**src/rtl/sw_debounce.sv**
```systemverilog
// sw_debounce: per-channel switch synchronizer and debouncer.
// Each sw_in bit passes through a SYNC_STAGES-deep synchronizer. A level that
// differs from sw_out must hold for STABLE_CYCLES consecutive edges before
// sw_out accepts it.
// Optional macro SW_DEBOUNCE_EDGE_EN: compiles in the registered rise/fall
// pulse logic. Without it, rise and fall are tied to 0.
module sw_debounce #(
  parameter int unsigned WIDTH         = 8,
  parameter int unsigned SYNC_STAGES   = 2,
  parameter int unsigned STABLE_CYCLES = 100000
) (
  input  logic             clk,
  input  logic             rst_n,
  input  logic [WIDTH-1:0] sw_in,
  output logic [WIDTH-1:0] sw_out,
  output logic [WIDTH-1:0] rise,
  output logic [WIDTH-1:0] fall
);

  localparam int unsigned CW = $clog2(STABLE_CYCLES + 1);
  localparam logic [CW-1:0] CNT_LAST = CW'(STABLE_CYCLES - 1);

  logic [WIDTH-1:0] sync_r [SYNC_STAGES];
  logic [WIDTH-1:0] sync_q;
  logic [CW-1:0]    cnt     [WIDTH];
  logic [CW-1:0]    cnt_nxt [WIDTH];
  logic [WIDTH-1:0] out_nxt;

  assign sync_q = sync_r[SYNC_STAGES-1];

  // Synchronizer chain for the asynchronous pad levels
  always_ff @(posedge clk or negedge rst_n) begin
    if (!rst_n) begin
      for (int s = 0; s < int'(SYNC_STAGES); s++) begin
        sync_r[s] <= '0;
      end
    end else begin
      sync_r[0] <= sw_in;
      for (int s = 1; s < int'(SYNC_STAGES); s++) begin
        sync_r[s] <= sync_r[s-1];
      end
    end
  end

  // Per-channel stability counter and acceptance decision
  always_comb begin
    out_nxt = sw_out;
    for (int i = 0; i < int'(WIDTH); i++) begin
      cnt_nxt[i] = cnt[i];
      if (sync_q[i] == sw_out[i]) begin
        cnt_nxt[i] = '0;
      end else if (cnt[i] == CNT_LAST) begin
        out_nxt[i] = sync_q[i];
        cnt_nxt[i] = '0;
      end else begin
        cnt_nxt[i] = CW'(cnt[i] + 1'b1);
      end
    end
  end

  // Counter and debounced level registers
  always_ff @(posedge clk or negedge rst_n) begin
    if (!rst_n) begin
      sw_out <= '0;
      for (int i = 0; i < int'(WIDTH); i++) begin
        cnt[i] <= '0;
      end
    end else begin
      sw_out <= out_nxt;
      for (int i = 0; i < int'(WIDTH); i++) begin
        cnt[i] <= cnt_nxt[i];
      end
    end
  end

`ifdef SW_DEBOUNCE_EDGE_EN
  // Edge pulses registered alongside sw_out so they coincide with its change
  always_ff @(posedge clk or negedge rst_n) begin
    if (!rst_n) begin
      rise <= '0;
      fall <= '0;
    end else begin
      rise <= out_nxt & ~sw_out;
      fall <= ~out_nxt & sw_out;
    end
  end
`else
  assign rise = '0;
  assign fall = '0;
`endif

endmodule

```
**config.mk**
```make
export PLATFORM = sky130hd
export DESIGN_NAME = sw_debounce
export DESIGN_NICKNAME = d
export VERILOG_FILES = /design/src/rtl/sw_debounce.sv
export SDC_FILE = /design/constraint.sdc
export NUM_CORES = 1
export LEC_CHECK = 0
export BUFFER_PORTS_ARGS = -buffer_cell sky130_fd_sc_hd__buf_2
export CORE_ASPECT_RATIO = 0.9
export CORE_UTILIZATION = 40
export CTS_CLUSTER_SIZE = 28
export DETAILED_ROUTE_END_ITERATION = 12
export SYNTH_ARGS = -nofsm -noshare
export SYNTH_HDL_FRONTEND = slang
export SYNTH_SLANG_ARGS = --single-unit
```
**constraint.sdc**
```tcl
create_clock -name clk -period 1.8 [get_ports clk]
set_input_delay 0.18 -clock clk [delete_from_list [all_inputs] [get_ports clk]]
set_output_delay 0.18 -clock clk [all_outputs]
set_load 0.01 [all_outputs]
```
Yosys cells after proc, flatten, opt, wreduce, memory -nomap -nowiden
Cells that the tools add are included.
{"block": "totals", "regBits": 160, "inputBits": 10}
{"block": "op_classes", "add_sub_neg": 8, "eq_ne": 16, "mux": 16, "n_bitwise": 8, "n_reduce_logical": 8}
{"op": "17-bit 2-to-1 mux", "count": 16}
{"op": "17-bit by 1-bit adder with 17-bit output (second input constant)", "count": 8}
{"op": "17-bit == test (second input constant)", "count": 8}
{"op": "2-bit AND reduction", "count": 8}
{"op": "1-bit == test", "count": 8}
{"op": "1-bit inverter", "count": 8}

Logic depth before layout (Yosys ltp)
Gate-level depths: netlist of the first run.
{"block": "depth", "depth_word": 3, "mapped_depth": 7, "ltp_nobuf": 5}

Least setup slack after synthesis of the first run
No wires, ideal clock.
{"block": "synth_timing", "path_kind": "flip-flop to flip-flop", "from": "reg cnt[57] (netlist bit)", "to": "reg sw_out[4]", "arrival_time_ns": 1.722, "t_required_ns": 1.675, "path_slack_ns": -0.047, "stages_incl_launch_ff": 4, "path_buffers": 0, "synth_period_minus_slack_ns": 1.847, "cell_sequence": "dfrtp_1 or4b_1 or4_4 mux2_4"}
{"block": "synth_between", "elab_chain_cells": 2}
{"item": "start: declaration", "line": "25", "text": "logic [CW-1:0] cnt [WIDTH];"}
{"item": "start signal: indexed assignment", "line": "71", "text": "cnt[i] <= cnt_nxt[i];"}
{"item": "17-bit == test", "line": "52", "text": "end else if (cnt[i] == CNT_LAST) begin"}
{"item": "2-bit AND reduction (no source line)"}
{"item": "end signal: assignment", "line": "69", "text": "sw_out <= out_nxt;"}
{"item": "end: declaration", "line": "15", "text": "output logic [WIDTH-1:0] sw_out,"}
Every way passes these cells.
A chain may end at the register's enable or synchronous reset.

Worst setup path in the final report of the first run
{"block": "layout_timing", "from": "reg cnt[64] (netlist bit)", "to": "reg sw_out[4]"}
Same word-level chain as after synthesis.

==> qor.csv, run 1 <==
stage,metric,value,unit
cells_and_area,Fillers,1705,
power,leakage,3.77,nW
drt,via count,5343,
critical_path,"Cell Chain, Critical Path",or4b_4 -> or4_4 -> mux2_4,
critical_path,WP data required,2110,ps
grt,overflow left after global routing,0,
yosys,Post-synth EDFFs,0,
critical_path,worst endpoint data arrival time,2190,ps
drt,met3 wire len,348,um
grt,vias in the first global route,5183,
clock_tree,Max Root-Sink Buffers,2,
timing,period utilization,1.04,
place,cell area after placement,8230,um2
critical_path,startpoint type of the worst setup path,flop,
drt,max layer used,met4,
drt,antenna-violating nets left,0,
yosys,Synth async-reset ratio,1.00,
clock_tree,Skew-Pair Late Insertion Delay,420,ps
drt,DR vias/cell,4.96,
critical_path,worst path bufs/invs,0,
critical_path,"Largest stage delay, worst path",550,ps
min_path,Hold Path Class,primary input to async pin,
timing,Slew headroom,0.656,
floorplan,die height,133,um
yosys,"area leader, netlist",dfrtp_1,
grt,largest net degree at the start of global routing,55,
floorplan,core outline area,18500,um2
drt,final WL,13400,um
clock_tree,total CTS buffers,17,
yosys,synthesis-stage register bit count,160,
yosys,leading cell type by number of instances after synthesis,dfrtp_1,
yosys,Mapped Area,7610,um2
cells_and_area,P&R area growth vs syn,18.8,%
clock_tree,htree depth,4,
yosys,Synth top area share,0.526,
cells_and_area,Nets,838,
critical_path,crit path capture type,flop,
timing,Hold Fails Final Rpt,0,
clock_tree,clk sink count,160,
critical_path,"Largest delay share family, worst path",simple AND/OR/NAND/NOR gates,
run,max-cap violations,0,
grt,All-Layer GR Usage,0.153,
drt,Routed WL per cell,12.4,um
critical_path,Setup CP Type,flop to flop,
timing,Clock Skew,8.50,ps
grt,first-pass GRT wire length,24400,um
drt,DRT iter0 DRCs,223,
yosys,yosys warns,0,
grt,initial antenna violation count,0,
status,outcome,"complete, but fails checks",
power,Worst IR Drop VDD,680,uV
drt,drt drc,0,
critical_path,crit path max fanout,3,
timing,Final setup violation count,1,
timing,clock period minus worst slack,1880,ps
timing,Worst-Margin Slew,516,ps
place,Detailed Place HPWL,9160,um
place,PortBufs,17,
timing,setup TNS,-77.4,ps
yosys,synth cell count leaders,"dfrtp_1 (160), nor2_1 (132), xnor2_1 (70)",
timing,Slew Limit Fails,0,
drt,wire length on met2,5730,um
clock_tree,Clock Root Buffer,clkbuf_16,
floorplan,die area,19600,um2
yosys,syn avg cell area,10.2,um2
yosys,distinct cell type count after synthesis,42,
clock_tree,CTS tree,done,
timing,Max Freq,533,MHz
critical_path,CP max-delay cell,or4_4,
timing,setup ws final,-77.4,ps
timing,RSZ-0062 raised after global routing,yes,
cells_and_area,proportion of layout cells with a drive suffix above 1,0.148,
place,routability congestion estimate,0.777,
drt,drt first pass iters,4,
floorplan,Die X,147,um
power,PwrDens,890,nW/um2
yosys,ys flop type,dfrtp_1,
drt,wire length on met1,7090,um
clock_tree,Worst-path clk slew,60,ps
floorplan,I/O pins,34,
yosys,"Seq/Total Area, Yosys",0.526,
floorplan,Starting Density,0.411,
power,Pwr Total,0.00804,W
cells_and_area,n_diodes,0,
yosys,Post-Syn Instances,748,
cells_and_area,Final Instance Area,9040,um2
floorplan,num rows,47,
status,failing checks,negative setup slack,
yosys,synth top area cells,"dfrtp_1 (53%), xnor2_1 (8.1%), nor2_1 (6.5%)",
==> worst paths after layout <==
kind	cells after the start	end	slack (ps)	startpoint
max	3	sw_out[4]	-80	cnt[64]
min	2	cnt[19]	290	rst_n
max reg2reg	3	sw_out[4]	-80	cnt[64]
min reg2reg	0	sync_q[2]	350	sync_r[10]
max in group asynchronous	3	cnt[45]	890	rst_n
min in group clk	0	sync_q[2]	350	sync_r[10]
==> cell families after synthesis <==
| group | share of synthesized area |
|---|---|
| AO/OA/AOI/OAI | 0.0214 |
| other | 0.000493 |
| AND/OR/NAND/NOR | 0.251 |
| XOR/XNOR | 0.137 |
| adder cells (fa/ha/maj) | 0.0132 |
| multiplexers | 0.0123 |
| flip-flops | 0.526 |
| buffers and inverters | 0.0383 |
==> power by group <==
group | total [W] | switching, W | internal, W
Combinational | 0.000305 | 0.000194 | 0.000111
Sequential | 0.00372 | 0.0000589 | 0.00366
Clock | 0.00402 | 0.00149 | 0.00253
==> metal layers <==
metal	vias to the layer above	global-route usage
li1	2719	-
met1	2556	0.222
met2	56	0.222
met3	12	0.0372
met4	0	0.0550
met5	-	0
==> stage by stage <==
step	worst slack, ps	hold slack [ps]	util	instances
3_5_place_dp	-45.2	176	0.444	1036
3_3_place_gp	-18.7	181	0.444	1036
5_1_grt	-103	339	0.488	1078
2_1_floorplan	-28.4	-116	-	763
6_report	-77.4	287	0.488	1078
4_1_cts	-55.3	294	0.485	1077
==> sequential cells by signal, indices dropped and copies added (netlist names) <==
signal	flops
cnt	136
sw_out	8
sync_r	8
sync_q	8
==> timing repair <==
item | in CTS | in global routing
pin swaps | 0 | 3
hold endpoints to repair | 58 | 0
endpoints found under the setup margin | 17 | 42
hold buffers | 9 | 0
buffers inserted | 0 | 1
gates resized for setup | 0 | 10
==> placed cells by master (no fill, tap or decap), types with 23 or more instances in the layout <==
cell	instances
nor2_1	131
xor2_1	49
nand4_1	46
nand2_1	34
nor4_1	39
dfrtp_1	159
inv_1	23
nand3_1	44
xnor2_1	70
buf_4	43
==> area by class of cell <==
type                    count  area [um2]  share of cell area
clock buffers              18         439              0.0486
repair buffers             72         564              0.0624
clock inverters            14         226              0.0251
multi-input cells         546        3410               0.377
well taps                 245         307              0.0339
flip-flops and latches    160        4010               0.443
inverters                  23        86.3             0.00955
Note: power is estimated with default switching activity, not from simulation.
==> run 2: changes to the inputs <==
--- a/config.mk
+++ b/config.mk
@@ -10,6 +10,7 @@
 export CORE_UTILIZATION = 40
 export CTS_CLUSTER_SIZE = 28
 export DETAILED_ROUTE_END_ITERATION = 12
+export RECOVER_POWER = 100
 export SYNTH_ARGS = -nofsm -noshare
 export SYNTH_HDL_FRONTEND = slang
 export SYNTH_SLANG_ARGS = --single-unit
==> run 2 against run 1 <==
The run still ends with negative setup slack left. Sequential share of layout area increased by 0.26 points. Via count decreased by 0.17%. Critical path depth unchanged. Maximum frequency about the same. Non-clock buffer count unchanged. Critical path type unchanged.
==> qor.csv, run 2 (synthesis results as in run 1) <==
stage,metric,value,unit,change
drt,antenna-violating nets left,0,,unchanged
cells_and_area,register bank with the most flops,cnt,,unchanged
timing,period utilization,1.04,,about the same
cells_and_area,most frequent cells in the layout,"dfrtp_1 (159), nor2_1 (131), xnor2_1 (70), xor2_1 (49), nand4_1 (46)",,unchanged
timing,setup ws final,-77.3,ps,was -77.4 ps
critical_path,WP data required,2110,ps,about the same
place,PortBufs,17,,unchanged
status,failing checks,negative setup slack,,unchanged
power,Net Sw Power,0.00175,W,about the same
power,Internal Power,0.00629,W,was 0.00630 W
min_path,Hold Path Class,flop to flop,,was primary input to async pin
power,Worst IR Drop VDD,680,uV,about the same
timing,Clock Skew,8.46,ps,was 8.50 ps
status,outcome,"complete, but fails checks",,unchanged
run,max-cap violations,0,,unchanged
critical_path,Setup CP Type,flop to flop,,unchanged
clock_tree,Worst-path clk slew,60,ps,about the same
timing,Final setup violation count,1,,unchanged
power,leakage,3.73,nW,was 3.77 nW
clock_tree,Clock Root Buffer,clkbuf_16,,unchanged
grt,largest net degree at the start of global routing,55,,unchanged
place,routability congestion estimate,0.777,,unchanged
floorplan,Starting Density,0.411,,unchanged
drt,drt first pass iters,4,,unchanged
floorplan,die area,19600,um2,unchanged
cells_and_area,proportion of layout cells with a drive suffix above 1,0.130,,was 0.148
place,Placement Setup Slack,-45.2,ps,unchanged
timing,Slew headroom,0.0787,,was 0.656
grt,vias in the first global route,5183,,unchanged
timing,Slew Limit Fails,0,,unchanged
grt,initial antenna violation count,0,,unchanged
timing,Max Freq,533,MHz,about the same
floorplan,core outline area,18500,um2,unchanged
critical_path,worst endpoint data arrival time,2190,ps,about the same
cells_and_area,Nets,838,,unchanged
cells_and_area,max FFs per register,136,,unchanged
power,Clock power frac,0.501,,was 0.500
power,Gate power share,0.037,,was 0.038
timing,clock period minus worst slack,1880,ps,about the same
cells_and_area,P&R area growth vs syn,18.1,%,was 18.8%
clock_tree,htree depth,4,,unchanged
drt,final WL,13400,um,about the same
drt,DRT iter0 DRCs,236,,was 223
critical_path,crit path max fanout,3,,unchanged
cells_and_area,Fillers,1715,,was 1705
critical_path,startpoint type of the worst setup path,flop,,unchanged
timing,RSZ-0062 raised after global routing,yes,,unchanged
cells_and_area,"most common cell after layout, fill and taps aside",dfrtp_1,,unchanged
power,sequential power share,0.462,,about the same
power,Pwr Total,0.00804,W,about the same
grt,overflow left after global routing,0,,unchanged
cells_and_area,multi-input logic area,3390,um2,was 3410 um2
clock_tree,Max Root-Sink Buffers,2,,unchanged
clock_tree,Skew-Pair Late Insertion Delay,420,ps,about the same
floorplan,num rows,47,,unchanged
grt,All-Layer GR Usage,0.153,,unchanged
timing,Worst-Margin Slew,1380,ps,was 516 ps
drt,DR vias/cell,4.95,,was 4.96
power,PwrDens,895,nW/um2,was 890 nW/um2
drt,via count,5334,,was 5343
critical_path,crit path capture type,flop,,unchanged
clock_tree,total CTS buffers,17,,unchanged
power,Switching Fraction,0.218,,was 0.217
grt,first-pass GRT wire length,24400,um,unchanged
cells_and_area,n_diodes,0,,unchanged
floorplan,Die X,147,um,unchanged
timing,worst hold slack,348,ps,was 287 ps
timing,Hold Fails Final Rpt,0,,unchanged
floorplan,I/O pins,34,,unchanged
drt,drt drc,0,,unchanged
place,Detailed Place HPWL,9160,um,unchanged
cells_and_area,register area,4010,um2,unchanged
drt,Routed WL per cell,12.4,um,about the same
clock_tree,CTS tree,done,,unchanged
clock_tree,clk sink count,160,,unchanged
floorplan,die height,133,um,unchanged
-- run 2: stage by stage --
step | utilization | setup TNS (ps) | cell area [um2] | std cells
detailed placement | 0.444 | -243 | 8230 | 1036
global route | 0.485 | -3160 | 8980 | 1078
global placement | 0.444 | -18.7 | 8230 | 1036
CTS | 0.485 | -357 | 8990 | 1077
floorplan | - | -28.4 | 7660 | 763
finish | 0.485 | -77.3 | 8980 | 1078
-- run 2: path summary, 6_finish.rpt --
kind | startpoint | to | slack (ps) | cells past startpoint
setup / recovery | cnt[64] | sw_out[4] | -80 | 3
hold / removal | sync_r[10] | sync_q[2] | 350 | 0
setup reg to reg | cnt[64] | sw_out[4] | -80 | 3
hold reg to reg | sync_r[10] | sync_q[2] | 350 | 0
max in group asynchronous | rst_n | cnt[45] | 250 | 3
min in group asynchronous | rst_n | cnt[19] | 620 | 2
-- run 2: power groups by stage --
stage	combinational, W	sequential (W)	clock [W]
finish	0.000296	0.00372	0.00403
detailed placement	0.000296	0.00378	0
floorplan	0.000174	0.00377	0
global placement	0.000294	0.00378	0
global route	0.000347	0.00373	0.00428
CTS	0.000312	0.00371	0.00415
-- run 2: area by class of cell --
type	count	area share
Tap cell	245	0.0341
Inverter	23	0.00961
Clock buffer	18	0.0489
Clock inverter	14	0.0252
Multi-Input combinational cell	546	0.377
Timing Repair Buffer	72	0.0589
Sequential cell	160	0.446
-- run 2: repair_timing --
action / in CTS / in global routing
hold endpoints to repair: 58 / 0
buffers inserted: 0 / 1
cloned: 0 / 0
hold buffers: 9 / 0
endpoints found under the setup margin: 17 / 42
gates resized for setup: 0 / 10
pin swaps: 0 / 3
-- run 2: layer usage --
metal	vias to the layer above	GRT usage	share of wire
li1	2718	-	-
met1	2550	0.222	0.53
met2	52	0.222	0.43
met3	14	0.0372	0.025
met4	0	0.0550	0.014
met5	-	0	0
-- run 2: worst max-delay path: stages, from the launching register on --
cell     delay [ps]
dfrtp_1         370
or4b_4          530
or4_4           550
mux2_4          320
==> run 3: changes to the inputs <==
--- a/config.mk
+++ b/config.mk
@@ -14,3 +14,4 @@
 export SYNTH_ARGS = -nofsm -noshare
 export SYNTH_HDL_FRONTEND = slang
 export SYNTH_SLANG_ARGS = --single-unit
+export TNS_END_PERCENT = 20
==> run 3 against run 2 <==
The run still ends with negative setup slack left. Clock power about the same. Setup slack about the same. Routed wire length up 0.13%. Hold slack unchanged. Non-clock buffer count down 1. Global-route usage unchanged. Cell count about the same. Via count up 0.58%. Power about the same. Largest cell class unchanged. Flip-flop and latch count unchanged. Critical endpoint unchanged. Clock skew about the same. Cell area about the same.
==> qor.csv, run 3 (synthesis results as in run 1) <==
stage,metric,value,unit,change
cells_and_area,register bank with the most flops,cnt,,unchanged
cells_and_area,proportion of layout cells with a drive suffix above 1,0.131,,was 0.130
timing,clock period minus worst slack,1880,ps,about the same
drt,DRT iter0 DRCs,243,,was 236
clock_tree,Max Root-Sink Buffers,2,,unchanged
grt,initial antenna violation count,0,,unchanged
clock_tree,Worst-path clk slew,60,ps,about the same
min_path,Hold Path Class,flop to flop,,unchanged
drt,drt drc,0,,unchanged
timing,Clock Skew,8.47,ps,was 8.46 ps
power,Clock power frac,0.501,,about the same
cells_and_area,n_diodes,0,,unchanged
drt,via count,5365,,was 5334
clock_tree,clk sink count,160,,unchanged
place,routability congestion estimate,0.777,,unchanged
cells_and_area,P&R area growth vs syn,18.1,%,about the same
floorplan,num rows,47,,unchanged
power,PwrDens,895,nW/um2,about the same
power,Worst IR Drop VDD,680,uV,unchanged
grt,All-Layer GR Usage,0.153,,unchanged
critical_path,crit path max fanout,3,,unchanged
clock_tree,total CTS buffers,17,,unchanged
timing,RSZ-0062 raised after global routing,yes,,unchanged
run,max-cap violations,0,,unchanged
clock_tree,Skew-Pair Late Insertion Delay,420,ps,about the same
floorplan,Starting Density,0.411,,unchanged
timing,Hold Fails Final Rpt,0,,unchanged
critical_path,Setup CP Type,flop to flop,,unchanged
power,Internal Power,0.00629,W,about the same
power,Switching Fraction,0.217,,was 0.218
cells_and_area,"most common cell after layout, fill and taps aside",dfrtp_1,,unchanged
grt,overflow left after global routing,0,,unchanged
timing,Slew Limit Fails,0,,unchanged
drt,final WL,13400,um,about the same
critical_path,startpoint type of the worst setup path,flop,,unchanged
power,leakage,3.72,nW,was 3.73 nW
timing,Final setup violation count,1,,unchanged
grt,largest net degree at the start of global routing,55,,unchanged
timing,period utilization,1.04,,about the same
drt,Routed WL per cell,12.5,um,was 12.4 um
drt,antenna-violating nets left,0,,unchanged
clock_tree,CTS tree,done,,unchanged
clock_tree,Clock Root Buffer,clkbuf_16,,unchanged
cells_and_area,max FFs per register,136,,unchanged
floorplan,I/O pins,34,,unchanged
critical_path,WP data required,2110,ps,about the same
power,sequential power share,0.462,,about the same
place,Placement Setup Slack,-45.2,ps,unchanged
power,Gate power share,0.037,,about the same
critical_path,crit path capture type,flop,,unchanged
cells_and_area,Final Instance Area,8980,um2,about the same
clock_tree,htree depth,4,,unchanged
status,failing checks,negative setup slack,,unchanged
grt,vias in the first global route,5183,,unchanged
drt,drt first pass iters,4,,unchanged
floorplan,core outline area,18500,um2,unchanged
timing,Max Freq,533,MHz,about the same
power,Net Sw Power,0.00175,W,about the same
floorplan,die area,19600,um2,unchanged
timing,worst hold slack,348,ps,unchanged
cells_and_area,Nets,837,,was 838
drt,DR vias/cell,4.98,,was 4.95
grt,first-pass GRT wire length,24400,um,unchanged
critical_path,worst endpoint data arrival time,2190,ps,about the same
power,Pwr Total,0.00804,W,about the same
timing,Worst-Margin Slew,1380,ps,about the same
place,PortBufs,17,,unchanged
place,cell area after placement,8230,um2,unchanged
floorplan,Die X,147,um,unchanged
place,Detailed Place HPWL,9160,um,unchanged
cells_and_area,most frequent cells in the layout,"dfrtp_1 (158), nor2_1 (131), xnor2_1 (70), xor2_1 (49), nand4_1 (46)",,"was dfrtp_1 (159), nor2_1 (131), xnor2_1 (70), xor2_1 (49), nand4_1 (46)"
floorplan,die height,133,um,unchanged
timing,Slew headroom,0.0791,,was 0.0787
timing,setup ws final,-77.4,ps,was -77.3 ps
status,outcome,"complete, but fails checks",,unchanged
run 3: through the flow:
| stage | TNS (ps) | instances | utilization |
|---|---|---|---|
| after floorplan | -28.4 | 763 | - |
| after global placement | -18.7 | 1036 | 0.444 |
| after detailed placement | -243 | 1036 | 0.444 |
| after CTS | -357 | 1077 | 0.485 |
| after global routing | -3170 | 1077 | 0.485 |
| final | -77.4 | 1077 | 0.485 |
run 3: metal layers:
layer	track usage	vias up	share of wire
li1	-	2715	-
met2	0.222	62	0.43
met4	0.0550	0	0.014
met5	0	-	0
met1	0.222	2574	0.53
met3	0.0372	14	0.027
run 3: critical path, stage by stage (launching register included):
cell,delay [ps]
dfrtp_1,370
or4b_4,530
or4_4,550
mux2_4,320
run 3: final cells by class:
| type | instances | area [um2] |
|---|---|---|
| inverters | 23 | 86.3 |
| fillers | 1715 | 9540 |
| clock inverters | 14 | 226 |
| well taps | 245 | 307 |
| repair buffers | 71 | 522 |
| multi-input cells | 546 | 3400 |
| clock buffers | 18 | 439 |
| flip-flops and latches | 160 | 4010 |
run 3: final timing paths:
kind                        endpoint  cells past startpoint        from  slack, ps
hold reg to reg            sync_q[2]                      0  sync_r[10]        350
max in group asynchronous    cnt[45]                      3       rst_n        250
hold / removal             sync_q[2]                      0  sync_r[10]        350
min in group asynchronous    cnt[19]                      2       rst_n        610
setup / recovery           sw_out[4]                      3     cnt[64]        -80
setup reg to reg           sw_out[4]                      3     cnt[64]        -80
run 3: power by group through the flow:
stage	sequential (W)	combinational [W]	clock, W
3_3_place_gp	0.00378	0.000294	0
5_1_grt	0.00373	0.000347	0.00428
3_5_place_dp	0.00378	0.000296	0
2_1_floorplan	0.00377	0.000174	0
4_1_cts	0.00371	0.000312	0.00415
6_report	0.00372	0.000296	0.00402
run 3: repair_timing:
item | in CTS | in global routing
pin swaps | 0 | 1
setup endpoints to repair | 17 | 42
setup buffers | 0 | 0
resized for setup | 0 | 11
hold buffers | 9 | 0
hold endpoints to repair | 58 | 0
